--- config.mk ---
export PLATFORM = sky130hd
export DESIGN_NAME = dm_arbiter
export DESIGN_NICKNAME = d
export VERILOG_FILES = /design/src/rtl/dm_arbiter_pkg.sv /design/src/rtl/dm_arbiter_rr_arb2.sv /design/src/rtl/dm_arbiter.sv
export SDC_FILE = /design/constraint.sdc
export NUM_CORES = 1
export LEC_CHECK = 0
export CORE_MARGIN = 1
export CORE_UTILIZATION = 41
export DETAILED_ROUTE_END_ITERATION = 12
export GPL_ROUTABILITY_DRIVEN = 1
export PLACE_DENSITY = 0.85
export SETUP_SLACK_MARGIN = 0.4
export SLEW_MARGIN = 40
export SYNTH_ARGS = -nofsm -noshare
export SYNTH_HDL_FRONTEND = slang
export SYNTH_SLANG_ARGS = --single-unit
--- constraint.sdc ---
create_clock -name clk -period 3.15 [get_ports clk]
set_input_delay 0.315 -clock clk [delete_from_list [all_inputs] [get_ports clk]]
set_output_delay 0.315 -clock clk [all_outputs]
set_load 0.02 [all_outputs]
--- src/rtl/dm_arbiter_pkg.sv ---
// Shared definitions for the data-memory arbiter: geometry and sequencer states.
package dm_arbiter_pkg;

  localparam int unsigned DM_AW = 7;
  localparam int unsigned DM_DW = 32;

  typedef enum logic [1:0] {
    ST_IDLE   = 2'd0,
    ST_ACCESS = 2'd1,
    ST_RESP   = 2'd2
  } dm_state_e;

endpackage

--- src/rtl/dm_arbiter_rr_arb2.sv ---
// Two-way round-robin pick: on a tie the requester that did not win last time is chosen.
module rr_arb2 (
  input  logic [1:0] req,
  input  logic       last,
  output logic [1:0] gnt,
  output logic       any
);

  always_comb begin
    gnt    = '0;
    gnt[0] = req[0] & (~req[1] | last);
    gnt[1] = req[1] & (~req[0] | ~last);
    any    = |req;
  end

endmodule

--- src/rtl/dm_arbiter.sv ---
// Round-robin sequencer sharing the single data-memory port between two requesters;
// every access is a fixed IDLE/ACCESS/RESP sequence with fully registered memory controls.
module dm_arbiter
  import dm_arbiter_pkg::*;
#(
  parameter int unsigned AW = DM_AW,
  parameter int unsigned DW = DM_DW
) (
  input  logic          clk,
  input  logic          reset,
  input  logic          req0,
  input  logic          wr0,
  input  logic [AW-1:0] addr0,
  input  logic [DW-1:0] wdata0,
  output logic          ack0,
  input  logic          req1,
  input  logic          wr1,
  input  logic [AW-1:0] addr1,
  input  logic [DW-1:0] wdata1,
  output logic          ack1,
  output logic [DW-1:0] rdata,
  output logic          busy,
  output logic [AW-1:0] dm_addr,
  output logic          dm_rd,
  output logic          dm_wr,
  output logic [DW-1:0] dm_wdata,
  input  logic [DW-1:0] dm_rdata
);

  dm_state_e  state;
  logic       last;
  logic       owner;
  logic [1:0] gnt;
  logic       any;

  rr_arb2 u_arb (
    .req  ({req1, req0}),
    .last (last),
    .gnt  (gnt),
    .any  (any)
  );

  always_ff @(posedge clk) begin
    if (reset) begin
      state    <= ST_IDLE;
      ack0     <= 1'b0;
      ack1     <= 1'b0;
      busy     <= 1'b0;
      dm_rd    <= 1'b0;
      dm_wr    <= 1'b0;
      dm_addr  <= '0;
      dm_wdata <= '0;
      rdata    <= '0;
      last     <= 1'b1;
      owner    <= 1'b0;
    end else begin
      case (state)
        ST_IDLE: begin
          if (any) begin
            // gnt is one-hot when any is set, so gnt[1] alone names the winner
            owner <= gnt[1];
            last  <= gnt[1];
            if (gnt[1]) begin
              dm_addr  <= addr1;
              dm_wdata <= wdata1;
              dm_wr    <= wr1;
              dm_rd    <= ~wr1;
            end else begin
              dm_addr  <= addr0;
              dm_wdata <= wdata0;
              dm_wr    <= wr0;
              dm_rd    <= ~wr0;
            end
            busy  <= 1'b1;
            state <= ST_ACCESS;
          end
        end
        ST_ACCESS: begin
          // the memory has already latched any write at the mid-cycle negedge
          rdata <= dm_rdata;
          dm_rd <= 1'b0;
          dm_wr <= 1'b0;
          ack0  <= ~owner;
          ack1  <= owner;
          state <= ST_RESP;
        end
        ST_RESP: begin
          ack0  <= 1'b0;
          ack1  <= 1'b0;
          busy  <= 1'b0;
          state <= ST_IDLE;
        end
        default: begin
          ack0  <= 1'b0;
          ack1  <= 1'b0;
          busy  <= 1'b0;
          dm_rd <= 1'b0;
          dm_wr <= 1'b0;
          state <= ST_IDLE;
        end
      endcase
    end
  end

endmodule
### Word-level counts from Yosys, hierarchy flattened

Index checks and enable logic that the tools add are counted.
W data, S select, Z words.

* word-level logic and storage cells: 42
* bits in registers: 80
* input bits: 116
* output and inout port bits: 76

* reduce and logical (&&, ||, !) cells: 5
* multiplexer cells: 14
* equality and inequality tests: 3
* bitwise operators: 9

Operators by type and width (count)
* $mux W32: 1
* $pmux W1 S2: 5
* $mux W7: 1
* $not A1 Y1: 7
* $reduce_and A2 Y1: 3
* $mux W1: 5
* $pmux W2 S2: 1
* $eq A2 B1 Y1 const B: 1
* $eq A2 B2 Y1 const B: 1
* $logic_not A2 Y1: 1
* $mux W2: 1
* $ne A2 B2 Y1 const B: 1
* $reduce_or A2 Y1: 1
* $and A1 B1 Y1: 1
* $or A1 B1 Y1: 1

### Depth between registers and ports, before layout

* word-level depth: 6
* depth in mapped cells: 6
* gate-level depth less buffers: 3

### By module

Synthesis repeated with hierarchy kept, for this count alone.

* cell total of the unflattened synthesis: 313
* area total of the unflattened synthesis: 3221.8 µm²

By module, submodules not included
* dm_arbiter: times used 1, seq. area each 1601.5 µm², cells an instance 309, area each 3196.8 µm²
* rr_arb2: times used 1, seq. area each 0.0 µm², cells an instance 4, area each 25.0 µm²

### Least setup slack after synthesis

Ideal clock, no wire load.

* path type: flip-flop to flip-flop
* start point: register state[1]
* end point: register dm_wr
* library setup time: 116 ps
* arrival time: 1077 ps
* slack: 1957 ps
* stages on the path, launching flop included: 6
* period minus slack after synthesis: 1193 ps
* cells stage by stage: dfxtp_1 o21ba_1 buf_4 buf_2 o221ai_1 o211a_1

* cells in the longest elaborated chain, start to end: 3

RTL lines
* start, declared: line dm_arbiter.sv:30 `dm_state_e state;`
* start signal, assigned: line dm_arbiter.sv:45 `state <= ST_IDLE;`
* start signal, assigned: line dm_arbiter.sv:75 `state <= ST_ACCESS;`
* start signal, assigned: line dm_arbiter.sv:85 `state <= ST_RESP;`
* $logic_not A2 Y1 or $eq A2 B2 Y1 (tied branches): line dm_arbiter.sv:57 `case (state)`
* $ne A2 B2 Y1 (no line) or $not A1 Y1 (tied branches)
* $reduce_and A2 Y1 (no line)
* end signal, assigned: line dm_arbiter.sv:66 `dm_wr <= wr1;`
* end signal, assigned: line dm_arbiter.sv:71 `dm_wr <= wr0;`
* end, declared: line dm_arbiter.sv:25 `output logic dm_wr,`

Several ways; a longest one is shown, not always the timed one.
A chain may end at the register's enable or synchronous reset.

### Worst setup path after layout

* start point: input port req0
* end point: register dm_wdata[15]

* cells in the longest elaborated chain, start to end: 4

RTL lines
* start, declared: line dm_arbiter.sv:11 `input logic req0,`
* $not A1 Y1: line dm_arbiter_rr_arb2.sv:12 `gnt[1] = req[1] & (~req[0] | ~last);`
* $or A1 B1 Y1: line dm_arbiter_rr_arb2.sv:12
* $and A1 B1 Y1: line dm_arbiter_rr_arb2.sv:12
* $mux W32: line dm_arbiter.sv:63 `if (gnt[1]) begin`
* end signal, assigned: line dm_arbiter.sv:65 `dm_wdata <= wdata1;`
* end signal, assigned: line dm_arbiter.sv:70 `dm_wdata <= wdata0;`
* end, declared: line dm_arbiter.sv:26 `output logic [DW-1:0] dm_wdata,`

Several ways; a longest one is shown, not always the timed one.

==> results by group <==
Clock network
  – Clk slew on worst S/H paths: about 0.080 ns
  – CTS tree: yes
  – Worst skew pair latency: 0.32 ns
  – CTS resizes: 0
  – Hold-fix buffer count after cts: 0
  – CTS buffer count: 9
  – CTS sink count: 80
  – Root Buffer: clkbuf_8
  – H-tree depth: 3
  – CTS Buffer Depth: 2
  – Setup repair bufs after CTS: 0

Run status
  – Outcome: complete, no violations

Finish
  – Commonest non-fill, non-tap cell in the layout: clkdlybuf4s50_1
  – Most frequent cells in the layout: clkdlybuf4s50_1 (190), dfxtp_1 (80), a21oi_1 (73)
  – Nets: 647
  – Layout cells sized above 1: between 5 and 6%
  – Fillers: around 620
  – Diodes inserted: 0
  – Area Growth Syn to Fin: 60.8%

Detailed routing
  – Violation count after the first detailed-routing iteration: 76
  – Final ANT Viol Nets: 0
  – Vias: about 3200
  – DRT Pass-1 Iters: 4
  – DRC violations left: 0
  – Wirelength per Cell: ~15 µm
  – Vias/cell: between 5 and 6
  – Routed WL: about 9500 µm

STA
  – Final Critical Period: 1.93 ns
  – Final Skew: 0.00929 ns
  – Endpoints failing hold: 0
  – Slew Viols, Final: 0
  – RSZ-0062 raised after global routing: no
  – Tcrit/Tclk final: about three fifths
  – Highest clock rate: between 500 and 600 MHz
  – Final number of setup-violating endpoints: 0
  – Worst slew margin: 57.2%
  – Post-route setup TNS: 0 ns
  – Worst Max-Slew Pin Slew: roughly 0.64 ns

Die
  – Die Width: 92.5 µm
  – Row count: 32
  – Total core area: roughly 0.0078 mm²
  – Die Ht: 92.5 µm
  – DIE AREA: 0.00855 mm²
  – Initial Util: a little over two fifths
  – Num ports: ~190

Logic synthesis
  – Register area share after synthesis: 47.7%
  – Synth Instances: 357
  – Top cell type's share of synthesized area: a little under half
  – Number of synthesized register bits: 80
  – Yosys warning count: 0
  – Synthesized area: around 0.0034 mm²
  – Yosys cell types: 30
  – Syn Nets: 473
  – Top cells by area, synth: dfxtp_1 (48%), mux2i_1 (12%), a21oi_1 (11%)
  – Mean area per synthesized cell: approximately 9.4 µm²
  – Synth area leader: dfxtp_1

Setup path
  – Critical Path Max Stage Delay: approximately 0.59 ns
  – Critical-path top delay cell: clkdlybuf4s50_1
  – Buf/Inv on CP: 2
  – CP top delay family: buffers and inverters
  – Crit path DAT: 2.16 ns
  – Worst path cell trace: clkdlybuf4s50_1 -> o21ba_1 -> buf_4 -> a21oi_1 -> a211oi_1
  – Setup CP Type: input pin to flip-flop
  – CP Launch Type: input pin
  – Element type at the critical path end: flip-flop
  – R2R Setup Slk: ~1.3 ns
  – CP Data Required Time: ~3.4 ns
  – Critical Path Fanout Max: 18

Worst hold path
  – Hold Crit Class: input pin to flip-flop

Power and ir drop
  – PD cells: 501 mW/mm²
  – Worst IR Drop VDD: 0.275 mV
  – Leak: 1.99 nW
  – Total power: about 2.7 mW

GRT
  – Vias in the first global route: roughly 3200
  – Antenna violations before repair: 0
  – Total global-route track usage: 21.8%
  – First-pass GRT wire length: roughly 15000 µm
  – Largest net degree at the start of global routing: between 40 and 50
  – Gr ovfl total: 0

Place
  – Port bufs: approximately 190
  – Placer congestion estimate: between 0.7 and 0.8
  – Post-DP HPWL: just under 7000 µm

Job
  – Maxcap violations: 0
-- flip-flops by register name, summed over array words and instances (netlist names) --
name / flops
dm_wdata: 32
rdata: 32
dm_addr: 7
state: 2
ack0: 1
ack1: 1
busy: 1
dm_rd: 1
dm_wr: 1
last: 1
owner: 1
-- report_power, final --
group / leakage [nW] / internal [mW] / total (mW) / switching [mW]
clock network: 0.112 / 0.464 / 0.813 / 0.348
registers: 0.660 / 1.11 / 1.16 / 0.0527
logic: 1.22 / 0.383 / 0.731 / 0.348
-- synthesized netlist by cell type --
master / n
buf_12: 4
nand3b_1: 1
o21ba_1: 1
dlymetal6s2s_1: 1
mux2i_1: 40
nor2b_1: 1
a211oi_1: 39
buf_6: 4
nor2_1: 3
o21bai_2: 1
a21oi_1: 73
o21ai_0: 2
o221ai_1: 1
dlygate4sd1_1: 3
a2111oi_0: 1
nor3_1: 3
buf_2: 7
buf_4: 7
o211a_1: 1
nand2b_1: 1
clkbuf_1: 9
nand2_1: 66
and2_1: 1
dfxtp_1: 80
nor2_2: 1
nand3_1: 1
a21boi_2: 1
buf_8: 1
a21boi_1: 1
inv_1: 2
-- through the flow --
| stage | hold WS [ns] | instances | instance area [µm²] | setup WS [ns] | utilization, % |
|---|---|---|---|---|---|
| finish | 0.425 | 638 | 5400 | 1.22 | 69.1 |
| global route | 0.440 | 638 | 5400 | 1.05 | 69.1 |
| CTS | 0.457 | 638 | 5390 | 1.22 | 69.1 |
| detailed placement | 0.446 | 622 | 5170 | 0.882 | 66.3 |
| global placement | 0.441 | 622 | 5170 | 0.978 | 66.3 |
| floorplan | 0.443 | 357 | 3360 | 1.96 | - |
-- kinds of logic (layout without fill, tap and decap cells) --
group	count (synthesis)	in the layout	share of synthesized area (%)
and+or+nand+nor	78	78	9.28
muxes	40	40	11.9
DFF	80	80	47.7
buffers and inverters	38	217	9.17
AOI/OAI and AO/OA	121	121	21.9
-- path summary, 6_finish.rpt --
check             cells past startpoint              startpoint                   endpoint
hold / removal                        2                   reset      state[1]$_SDFFE_PP0P_
setup / recovery                      5                    req0  dm_wdata[15]$_SDFFE_PP0P_
hold reg to reg                       2  rdata[15]$_SDFFE_PP0N_     rdata[15]$_SDFFE_PP0N_
setup reg to reg                      4   state[1]$_SDFFE_PP0P_  dm_wdata[15]$_SDFFE_PP0P_
-- area by class of cell --
cell class              instances  area (µm²)  share of cell area, %
flip-flops and latches         80        1600                   29.7
multi-input cells             239        1460                   27.0
inverters                       2        7.51                  0.139
clock inverters                 6        82.6                   1.53
clock buffers                  10         138                   2.55
repair buffers                199        1980                   36.7
well taps                     102         128                   2.36
-- metal layers --
| metal | GRT usage [%] | routed length, µm |
|---|---|---|
| met1 | 24.8 | 3790 |
| met2 | 38.8 | 4770 |
| met3 | 5.91 | 693 |
| met4 | 8.20 | 217 |
| met5 | 0 | 0 |
No activity file was read; power rests on OpenSTA's default activity.
